--- src/rtl/lfsr_entropy_gen_if.sv ---
// Handshake bundle between the LFSR entropy source and its consumer.
// The slave modport is the generator side; the master modport is the consumer side.
interface lfsr_entropy_gen_if #(
    parameter int WIDTH = 128
);
    logic             load_i;
    logic [WIDTH-1:0] seed_i;
    logic [WIDTH-1:0] poly_i;
    logic [WIDTH-1:0] entropy_o;
    logic             entropy_valid_o;
    logic             entropy_ready_i;
    logic             lockup_o;
    logic [7:0]       lockup_cnt_o;

    modport master (
        output load_i, seed_i, poly_i, entropy_ready_i,
        input  entropy_o, entropy_valid_o, lockup_o, lockup_cnt_o
    );

    modport slave (
        input  load_i, seed_i, poly_i, entropy_ready_i,
        output entropy_o, entropy_valid_o, lockup_o, lockup_cnt_o
    );
endinterface

--- src/rtl/lfsr_entropy_gen.sv ---
// Parametrised Fibonacci-style LFSR entropy source with seeding, warm-up,
// valid/ready output handshake and zero-state lockup recovery.
module lfsr_entropy_gen #(
    parameter int               WIDTH        = 128,
    parameter int               STEPS        = 1,
    parameter int               WARMUP       = 128,
    parameter logic [WIDTH-1:0] DEFAULT_SEED = {{(WIDTH-1){1'b0}}, 1'b1}
) (
    input  logic              clk,
    input  logic              rst,
    lfsr_entropy_gen_if.slave bus
);

    typedef enum logic [1:0] {IDLE, WARM, RUN} state_t;

    localparam int               CW        = (WARMUP > 0) ? $clog2(WARMUP + 1) : 1;
    localparam logic [CW-1:0]    WARM_LAST = CW'(WARMUP);
    localparam state_t           START     = (WARMUP == 0) ? RUN : WARM;

    state_t           state_q, state_d;
    logic [WIDTH-1:0] lfsr_q, lfsr_d;
    logic [CW-1:0]    warm_cnt_q, warm_cnt_d;
    logic             lockup_q, lockup_d;
    logic [7:0]       lockup_cnt_q;
    logic [WIDTH-1:0] advanced;
    logic [WIDTH-1:0] candidate;
    logic             update;
    logic [CW-1:0]    warm_inc;
    logic             entropy_valid;

    function automatic logic [WIDTH-1:0] advance_n(input logic [WIDTH-1:0] s,
                                                   input logic [WIDTH-1:0] poly);
        logic [WIDTH-1:0] v;
        v = s;
        for (int i = 0; i < STEPS; i++) begin
            v = {^(poly & v), v[WIDTH-1:1]};
        end
        return v;
    endfunction

    always_ff @(posedge clk or posedge rst) begin
        if (rst) begin
            state_q      <= IDLE;
            lfsr_q       <= '0;
            warm_cnt_q   <= '0;
            lockup_q     <= 1'b0;
            lockup_cnt_q <= 8'd0;
        end else begin
            state_q    <= state_d;
            lfsr_q     <= lfsr_d;
            warm_cnt_q <= warm_cnt_d;
            lockup_q   <= lockup_d;
            if (lockup_d && (lockup_cnt_q != 8'hFF)) begin
                lockup_cnt_q <= lockup_cnt_q + 8'd1;
            end
        end
    end

    // The guard inspects whatever is about to be registered, so a zero seed
    // and a zero-producing advance recover through the same path.
    always_comb begin
        advanced   = advance_n(lfsr_q, bus.poly_i);
        warm_inc   = warm_cnt_q + CW'(1);
        update     = 1'b0;
        candidate  = lfsr_q;
        state_d    = state_q;
        warm_cnt_d = warm_cnt_q;

        if (bus.load_i) begin
            update     = 1'b1;
            candidate  = bus.seed_i;
            state_d    = START;
            warm_cnt_d = '0;
        end else begin
            case (state_q)
                IDLE: begin
                    state_d = IDLE;
                end
                WARM: begin
                    update     = 1'b1;
                    candidate  = advanced;
                    warm_cnt_d = warm_inc;
                    if (warm_inc == WARM_LAST) begin
                        state_d = RUN;
                    end
                end
                RUN: begin
                    if (bus.entropy_ready_i) begin
                        update    = 1'b1;
                        candidate = advanced;
                    end
                end
                default: begin
                    state_d = IDLE;
                end
            endcase
        end

        lockup_d = update && (candidate == '0);
        lfsr_d   = candidate;
        if (lockup_d) begin
            lfsr_d     = DEFAULT_SEED;
            state_d    = START;
            warm_cnt_d = '0;
        end
    end

    always_comb begin
        entropy_valid = (state_q == RUN);
    end

    assign bus.entropy_o       = lfsr_q;
    assign bus.entropy_valid_o = entropy_valid;
    assign bus.lockup_o        = lockup_q;
    assign bus.lockup_cnt_o    = lockup_cnt_q;

endmodule

--- src/flat_wrapper.sv ---
// flat-port wrapper written by rule: the top's interface ports become plain ports
module lfsr_entropy_gen_flat 
#(
    parameter int               WIDTH        = 128,
    parameter int               STEPS        = 1,
    parameter int               WARMUP       = 128,
    parameter logic [WIDTH-1:0] DEFAULT_SEED = {{(WIDTH-1){1'b0}}, 1'b1}
)
  (clk, rst, bus_load_i, bus_seed_i, bus_poly_i, bus_entropy_ready_i, bus_entropy_o, bus_entropy_valid_o, bus_lockup_o, bus_lockup_cnt_o);
  lfsr_entropy_gen_if #(.WIDTH(WIDTH)) bus_i ();
  input  logic clk;
  input  logic rst;
  input wire logic [$bits(bus_i.load_i)-1:0] bus_load_i;
  input wire logic [$bits(bus_i.seed_i)-1:0] bus_seed_i;
  input wire logic [$bits(bus_i.poly_i)-1:0] bus_poly_i;
  input wire logic [$bits(bus_i.entropy_ready_i)-1:0] bus_entropy_ready_i;
  output wire logic [$bits(bus_i.entropy_o)-1:0] bus_entropy_o;
  output wire logic [$bits(bus_i.entropy_valid_o)-1:0] bus_entropy_valid_o;
  output wire logic [$bits(bus_i.lockup_o)-1:0] bus_lockup_o;
  output wire logic [$bits(bus_i.lockup_cnt_o)-1:0] bus_lockup_cnt_o;
  assign bus_i.load_i = bus_load_i;
  assign bus_i.seed_i = bus_seed_i;
  assign bus_i.poly_i = bus_poly_i;
  assign bus_i.entropy_ready_i = bus_entropy_ready_i;
  assign bus_entropy_o = bus_i.entropy_o;
  assign bus_entropy_valid_o = bus_i.entropy_valid_o;
  assign bus_lockup_o = bus_i.lockup_o;
  assign bus_lockup_cnt_o = bus_i.lockup_cnt_o;
  lfsr_entropy_gen #(.WIDTH(WIDTH), .STEPS(STEPS), .WARMUP(WARMUP), .DEFAULT_SEED(DEFAULT_SEED)) u_core (.clk(clk), .rst(rst), .bus(bus_i));
endmodule
--- config.mk ---
export PLATFORM = sky130hd
export DESIGN_NAME = lfsr_entropy_gen_flat
export DESIGN_NICKNAME = d
export VERILOG_FILES = /design/src/rtl/lfsr_entropy_gen_if.sv /design/src/rtl/lfsr_entropy_gen.sv /design/src/flat_wrapper.sv
export SDC_FILE = /design/constraint.sdc
export NUM_CORES = 1
export LEC_CHECK = 0
export CAP_MARGIN = 20
export CORE_AREA = 2 2 156 158
export DETAILED_ROUTE_END_ITERATION = 8
export DIE_AREA = 0 0 158 160
export GPL_TIMING_DRIVEN = 0
export HOLD_SLACK_MARGIN = 0.15
export PLACE_DENSITY = 0.78
export SYNTH_ARGS = -nofsm -noshare
export SYNTH_HDL_FRONTEND = slang
export SYNTH_SLANG_ARGS = --single-unit
export TNS_END_PERCENT = 20
--- constraint.sdc ---
create_clock -name clk -period 6.9 [get_ports clk]
set_input_delay 0.69 -clock clk [delete_from_list [all_inputs] [get_ports clk]]
set_output_delay 0.69 -clock clk [all_outputs]
set_load 0.05 [all_outputs]
**After elaboration in Yosys (flattened, before gate mapping)**

Cells that the tools add are included.

- Register bits: 147
- Word-level logic and storage cells: 34
- Output and inout bits: 138
- Input bits: 260

- Muxes and demuxes: 14
- Bitwise gates (word level): 1
- Add/sub/neg operators: 2
- Reduce and logical (&&, ||, !) cells: 6
- Equal/unequal tests: 6

Operators with widths:

| kind | number |
|---|---|
| 2-to-1 mux 128 bit | 3 |
| one-hot mux 128 bit (2 select lines) | 1 |
| AND 128 bit | 1 |
| logical NOT 128 bit | 1 |
| parity 128 bit | 1 |
| 2-to-1 mux 8 bit | 3 |
| adder 8 x 1 -> 8 bit, second input constant | 2 |
| == test 8 bit, second input constant | 1 |
| inequality test 8 bit, second input constant | 1 |
| 2-to-1 mux 2 bit | 3 |
| inequality test 4 x 2 -> 1 bit, second input constant | 1 |
| one-hot mux 2 bit (2 select lines) | 1 |
| inequality test 3 x 2 -> 1 bit, second input constant | 1 |
| nonzero test 3 bit | 1 |
| == test 2 x 1 -> 1 bit, second input constant | 1 |
| == test 2 bit, second input constant | 1 |
| logical AND 1 bit | 2 |
| 2-to-1 mux 1 bit | 2 |
| one-hot mux 1 bit (2 select lines) | 1 |
| AND reduction 2 bit | 1 |

**Logic depth before layout (Yosys ltp)**

- Word-level depth: 9
- Depth in mapped cells: 18
- Mapped depth without buffers: 14

**Least setup slack after synthesis**

No wires, ideal clock.

- Path type: reg-to-reg
- Start point: reg u_core.state_q[0]
- End point: reg u_core.lockup_cnt_q[1] (netlist: u_core.bus.lockup_cnt_o[1])
- Arrival time: 3.666 ns
- Clock period less this slack: 3.794 ns
- Setup time: 0.128 ns
- Data required time: 6.772 ns
- Buffers on the path: 3
- Path slack: 3.106 ns
- Cell stages (with the launch flop): 15
- Cells stage by stage: dfrtp_1 > inv_1 > ha_1 > buf_4 > a21oi_4 > nor2_4 > buf_6 > buf_4 > a31oi_1 > nor4_1 > nand3_1 > or4_1 > or4b_4 > a21oi_2 > mux2_1

- Word-level cells in the longest chain between the ends: 6
- Elaborated cells on any way between the ends: 9
- Classes of those cells: eq/ne (2); mux (4); reduce/logical (3)

RTL lines:

| item | line | source |
|---|---|---|
| start, declared | lfsr_entropy_gen.sv:20 | `state_t state_q, state_d;` |
| start signal, assigned | lfsr_entropy_gen.sv:49 | `state_q <= state_d;` |
| == test 2 bit * | - |  |
| net bus_entropy_valid_o | flat_wrapper.sv:18 | `output wire logic [$bits(bus_i.entropy_valid_o)-1:0] bus_entropy_valid_o;` |
| one-hot mux 128 bit (2 select lines) | lfsr_entropy_gen.sv:75 | `case (state_q)` |
| 2-to-1 mux 128 bit | lfsr_entropy_gen.sv:69 | `if (bus.load_i) begin` |
| logical NOT 128 bit | lfsr_entropy_gen.sv:99 | `lockup_d = update && (candidate == '0);` |
| logical AND 1 bit * | lfsr_entropy_gen.sv:99 |  |
| logical AND 1 bit * | lfsr_entropy_gen.sv:53 | `if (lockup_d && (lockup_cnt_q != 8'hFF)) begin` |
| end signal, assigned | lfsr_entropy_gen.sv:54 | `lockup_cnt_q <= lockup_cnt_q + 8'd1;` |
| end, declared | lfsr_entropy_gen.sv:24 | `logic [7:0] lockup_cnt_q;` |

Mark *: on every way through the listed nets, which the timed path passes. The rest lies on a longest branch.
A chain may end at the register's enable or synchronous reset.

**Worst setup path in the final report**

- Start point: reg u_core.state_q[0]
- End point: reg u_core.lockup_cnt_q[1] (netlist: u_core.bus.lockup_cnt_o[1])

- Word-level cells in the longest chain between the ends: 6
- Elaborated cells on any way between the ends: 9
- Classes of those cells: eq/ne (2); mux (4); reduce/logical (3)

RTL lines:

| item | line |
|---|---|
| == test 2 bit / == test 2 x 1 -> 1 bit (equally long branches) | lfsr_entropy_gen.sv:75 |
| one-hot mux 128 bit (2 select lines) | lfsr_entropy_gen.sv:75 |
| 2-to-1 mux 128 bit | lfsr_entropy_gen.sv:69 |
| logical NOT 128 bit | lfsr_entropy_gen.sv:99 |
| logical AND 1 bit * | lfsr_entropy_gen.sv:99 |
| logical AND 1 bit * | lfsr_entropy_gen.sv:53 |

Mark *: on every way between the ends. The rest lies on a longest branch, timed or not.

==> flow_summary.toml <==
[floorplan]
coreArea_mm2 = 0.02382
num_rows = 57
start_util = 0.4184
die_area_mm2 = 0.02528
die_h_um = 160
io_pins = 398
fp.dieW_um = 158

[clock_network]
insertion_delay_ns = 0.45
clk_pin_slew_worst_paths_ns = 0.07
cts.sinks = 147
cts_setup_buffers = 0
cts_tree = "done"
cts-root-buf = "clkbuf_16"
cts.path.max_buffers = 2
ctsHtreeMaxLevel = 4
hold_buffers = 0
cts_made_buffers = 17
cts_repair_resize_count = 0

[synth]
syn-cell-area_mm2 = 0.009967
async_flop_share = 1.000
ys_seq_area_frac = 0.3691
synth_edf_count = 0
netlist.area_leader.share = 0.3691
ys_ff_latch = 147
syn_nets = 1410
ys_types = 58
yosys.area.top_type = "dfrtp_1"
yosys_warnings = 0
synth_flop_cell = "dfrtp_1"
yosys-top-cells-area = "dfrtp_1, xnor2_1, nand2_1"
syn_inst = 1146
postSynthAreaPerCell_um2 = 8.697

[min_path]
min_from = "u_core.bus.lockup_cnt_o[4]$_DFFE_PP0P_"
holdPathEnd = "u_core.bus.lockup_cnt_o[4]$_DFFE_PP0P_"
min_path_cells = 1
hold_class = "register to register"

[global_route]
track_usage = 0.4376
grt_first_pass_wirelength_um = 79110
antenna_found_initial = 2
grt_pass1_vias = 11765
grt_max_degree = 76
grt_overflow_total = 0

[timing]
rsz0062_at_grt = "false"
period_minus_slack_ns = 4.795
fin_ws_ns = 2.105
fin_tns_setup_ns = 0
timing.fmax_ghz = 0.2086
finClkSkew_ns = 0.01783
setup_viol = 0
tightest_slew_ns = 0.8935
hold_viol = 0
drv_slew = 0
post-route-period-util = 0.6949
max_slew_margin = 0.4043

[worst_setup_path]
cp-end-kind = "register"
r2r-end = "u_core.bus.lockup_cnt_o[1]$_DFFE_PP0P_"
startpoint_type = "register"
critPathKind = "register to register"
worst_ep_arrival_time_ns = 5.12
worstRegToRegCells = 15
r2r_start = "u_core.state_q[0]$_DFFE_PP0P_"
rrSetupSlack_ns = 2.11
path_max_fanout = 10
crit_required_ns = 7.23

[place]
io_buffers = 396
pre_cts_ws_ns = 2.007
gp_congestion = 1.023
hpwl_um = 43600
placedCellCount = 1867

[route]
ant_nets = 0
routed_via_density = 6.394
drt-total-wl_um = 56030
drtIter0Drc = 1942
num_vias = 12167
drt_pass1_iterations = 9
drc_errors = 0
wl_per_cell_um = 29.44

[job]
drv_cap = 0

[status]
status = "complete, no violations"

[finish]
area_delta_synth_final_pct = 50.21
multiInputGateArea_mm2 = 0.005724
layout-drive-gt1-share = 0.06794
finalNonFillerCells = 1903
fin_nets = 1826
fillers = 2130
register_area_mm2 = 0.003679

[power_and_ir_drop]
p_per_area_mw_per_mm2 = 618.6
vdd_drop_max_v = 0.0004080
p_leak_nw = 5.870
total_power_mw = 9.262
-- cell usage after synthesis (32+ instances only) --
master    number
clkbuf_1      43
nand2_1      175
a22oi_1       83
inv_1         47
xnor2_1       99
xor2_1        40
dfrtp_1      147
a22o_1        32
o21ai_0       37
a221oi_1      32
a21oi_1       83
nor2_1        45
-- per-stage QoR --
| step | hold WS [ns] | utilization | cell area, um^2 |
|---|---|---|---|
| finish | 0.5038 | 0.6285 | 14970 |
| global route | 0.5291 | 0.6282 | 14960 |
| CTS | 0.5098 | 0.6281 | 14960 |
| detailed placement | 0.4908 | 0.6032 | 14370 |
| global placement | 0.4934 | 0.6018 | 14340 |
| floorplan | 0.5380 | - | 9967 |
-- worst max-delay path, cell delays in order (launching register included) --
cell and delay (ns):
dfrtp_1 0.37, inv_1 0.06, ha_1 0.22, buf_4 0.20
inv_2 0.18, o21ai_2 0.22, buf_2 0.26, a221oi_1 0.25
a21oi_1 0.11, nor2_1 0.39, o21ai_0 0.24, nor4_1 0.55
nand4bb_1 0.38, or4b_4 0.71, a21oi_2 0.19, mux2_1 0.33
-- flip-flops by register name, indices dropped and copies added (netlist names) --
register and count:
u_core.state_q 2, u_core.bus.lockup_cnt_o 8, u_core.bus.entropy_o 128, u_core.bus.lockup_o 1, u_core.warm_cnt_q 8
-- cells by family (layout without fill, tap and decap cells) --
logic type,after synthesis,count (layout),share of synthesized area
adder cells (fa/ha/maj),4,4,0.005022
XOR/XNOR,139,139,0.1221
other,0,4,0
buffers and inverters,131,560,0.05662
multiplexers,29,29,0.03251
AO/OA/AOI/OAI,349,349,0.2546
AND/OR/NAND/NOR,347,347,0.1601
flip-flops,147,147,0.3691
-- how the worst max path moves through the flow --
stage,start,end,slack (ns),cells past startpoint
after global routing,u_core.state_q[0]$_DFFE_PP0P_,u_core.bus.lockup_cnt_o[1]$_DFFE_PP0P_,1.96,15
after floorplan,rst,u_core.bus.entropy_o[0]$_DFF_PP0_,2.26,1
after CTS,u_core.state_q[0]$_DFFE_PP0P_,u_core.bus.lockup_cnt_o[1]$_DFFE_PP0P_,2.34,16
final,u_core.state_q[0]$_DFFE_PP0P_,u_core.bus.lockup_cnt_o[1]$_DFFE_PP0P_,2.11,15
after detailed placement,bus_entropy_ready_i,u_core.bus.lockup_cnt_o[1]$_DFFE_PP0P_,2.01,13
after global placement,rst,u_core.bus.entropy_o[40]$_DFF_PP0_,0.09,2
-- per-layer routing --
metal | vias to the layer above | GRT usage | wire length [um]
met2 | 1113 | 0.6480 | 23700
li1 | 5055 | - | -
met5 | - | 0 | 0
met4 | 0 | 0.2961 | 4661
met1 | 5725 | 0.5455 | 19870
met3 | 274 | 0.1338 | 7793
-- cell usage in the layout (no fill, tap or decap), types with 4 or more instances in the layout --
cell	instances
a221oi_1	32
xnor2_1	99
clkdlybuf4s50_1	396
ha_1	4
nor3_1	21
o21ai_1	7
a22o_1	32
a222oi_1	18
nand4_1	26
inv_1	46
buf_4	4
a21oi_1	83
o211ai_1	4
nor2_1	45
nor4_1	25
o21a_1	15
a22oi_1	83
nand2b_1	15
clkinv_8	4
buf_1	7
mux2_2	26
a221o_1	10
diode_2	4
nand2_1	175
buf_6	4
inv_8	5
nand3_1	22
inv_2	4
clkbuf_16	17
o21ai_0	37
dfrtp_1	147
o41ai_1	5
buf_2	22
xor2_1	40
clkbuf_1	43
-- layout make-up --
type	count	area share
Tap cell	324	0.02708
Clock inverter	15	0.01120
Inverter	51	0.01312
Buffer	80	0.02490
Antenna cell	4	0.0006686
Clock buffer	17	0.02841
Sequential cell	147	0.2457
Timing Repair Buffer	397	0.2666
Multi-Input combinational cell	868	0.3823
-- power breakdown --
group	total (mW)	internal, mW	switching, mW
Clock	0.939	0.486	0.454
Sequential	2.11	1.18	0.924
Combinational	6.22	2.32	3.89
Total	9.26	3.99	5.27
Power figures use the tool's default switching activity.
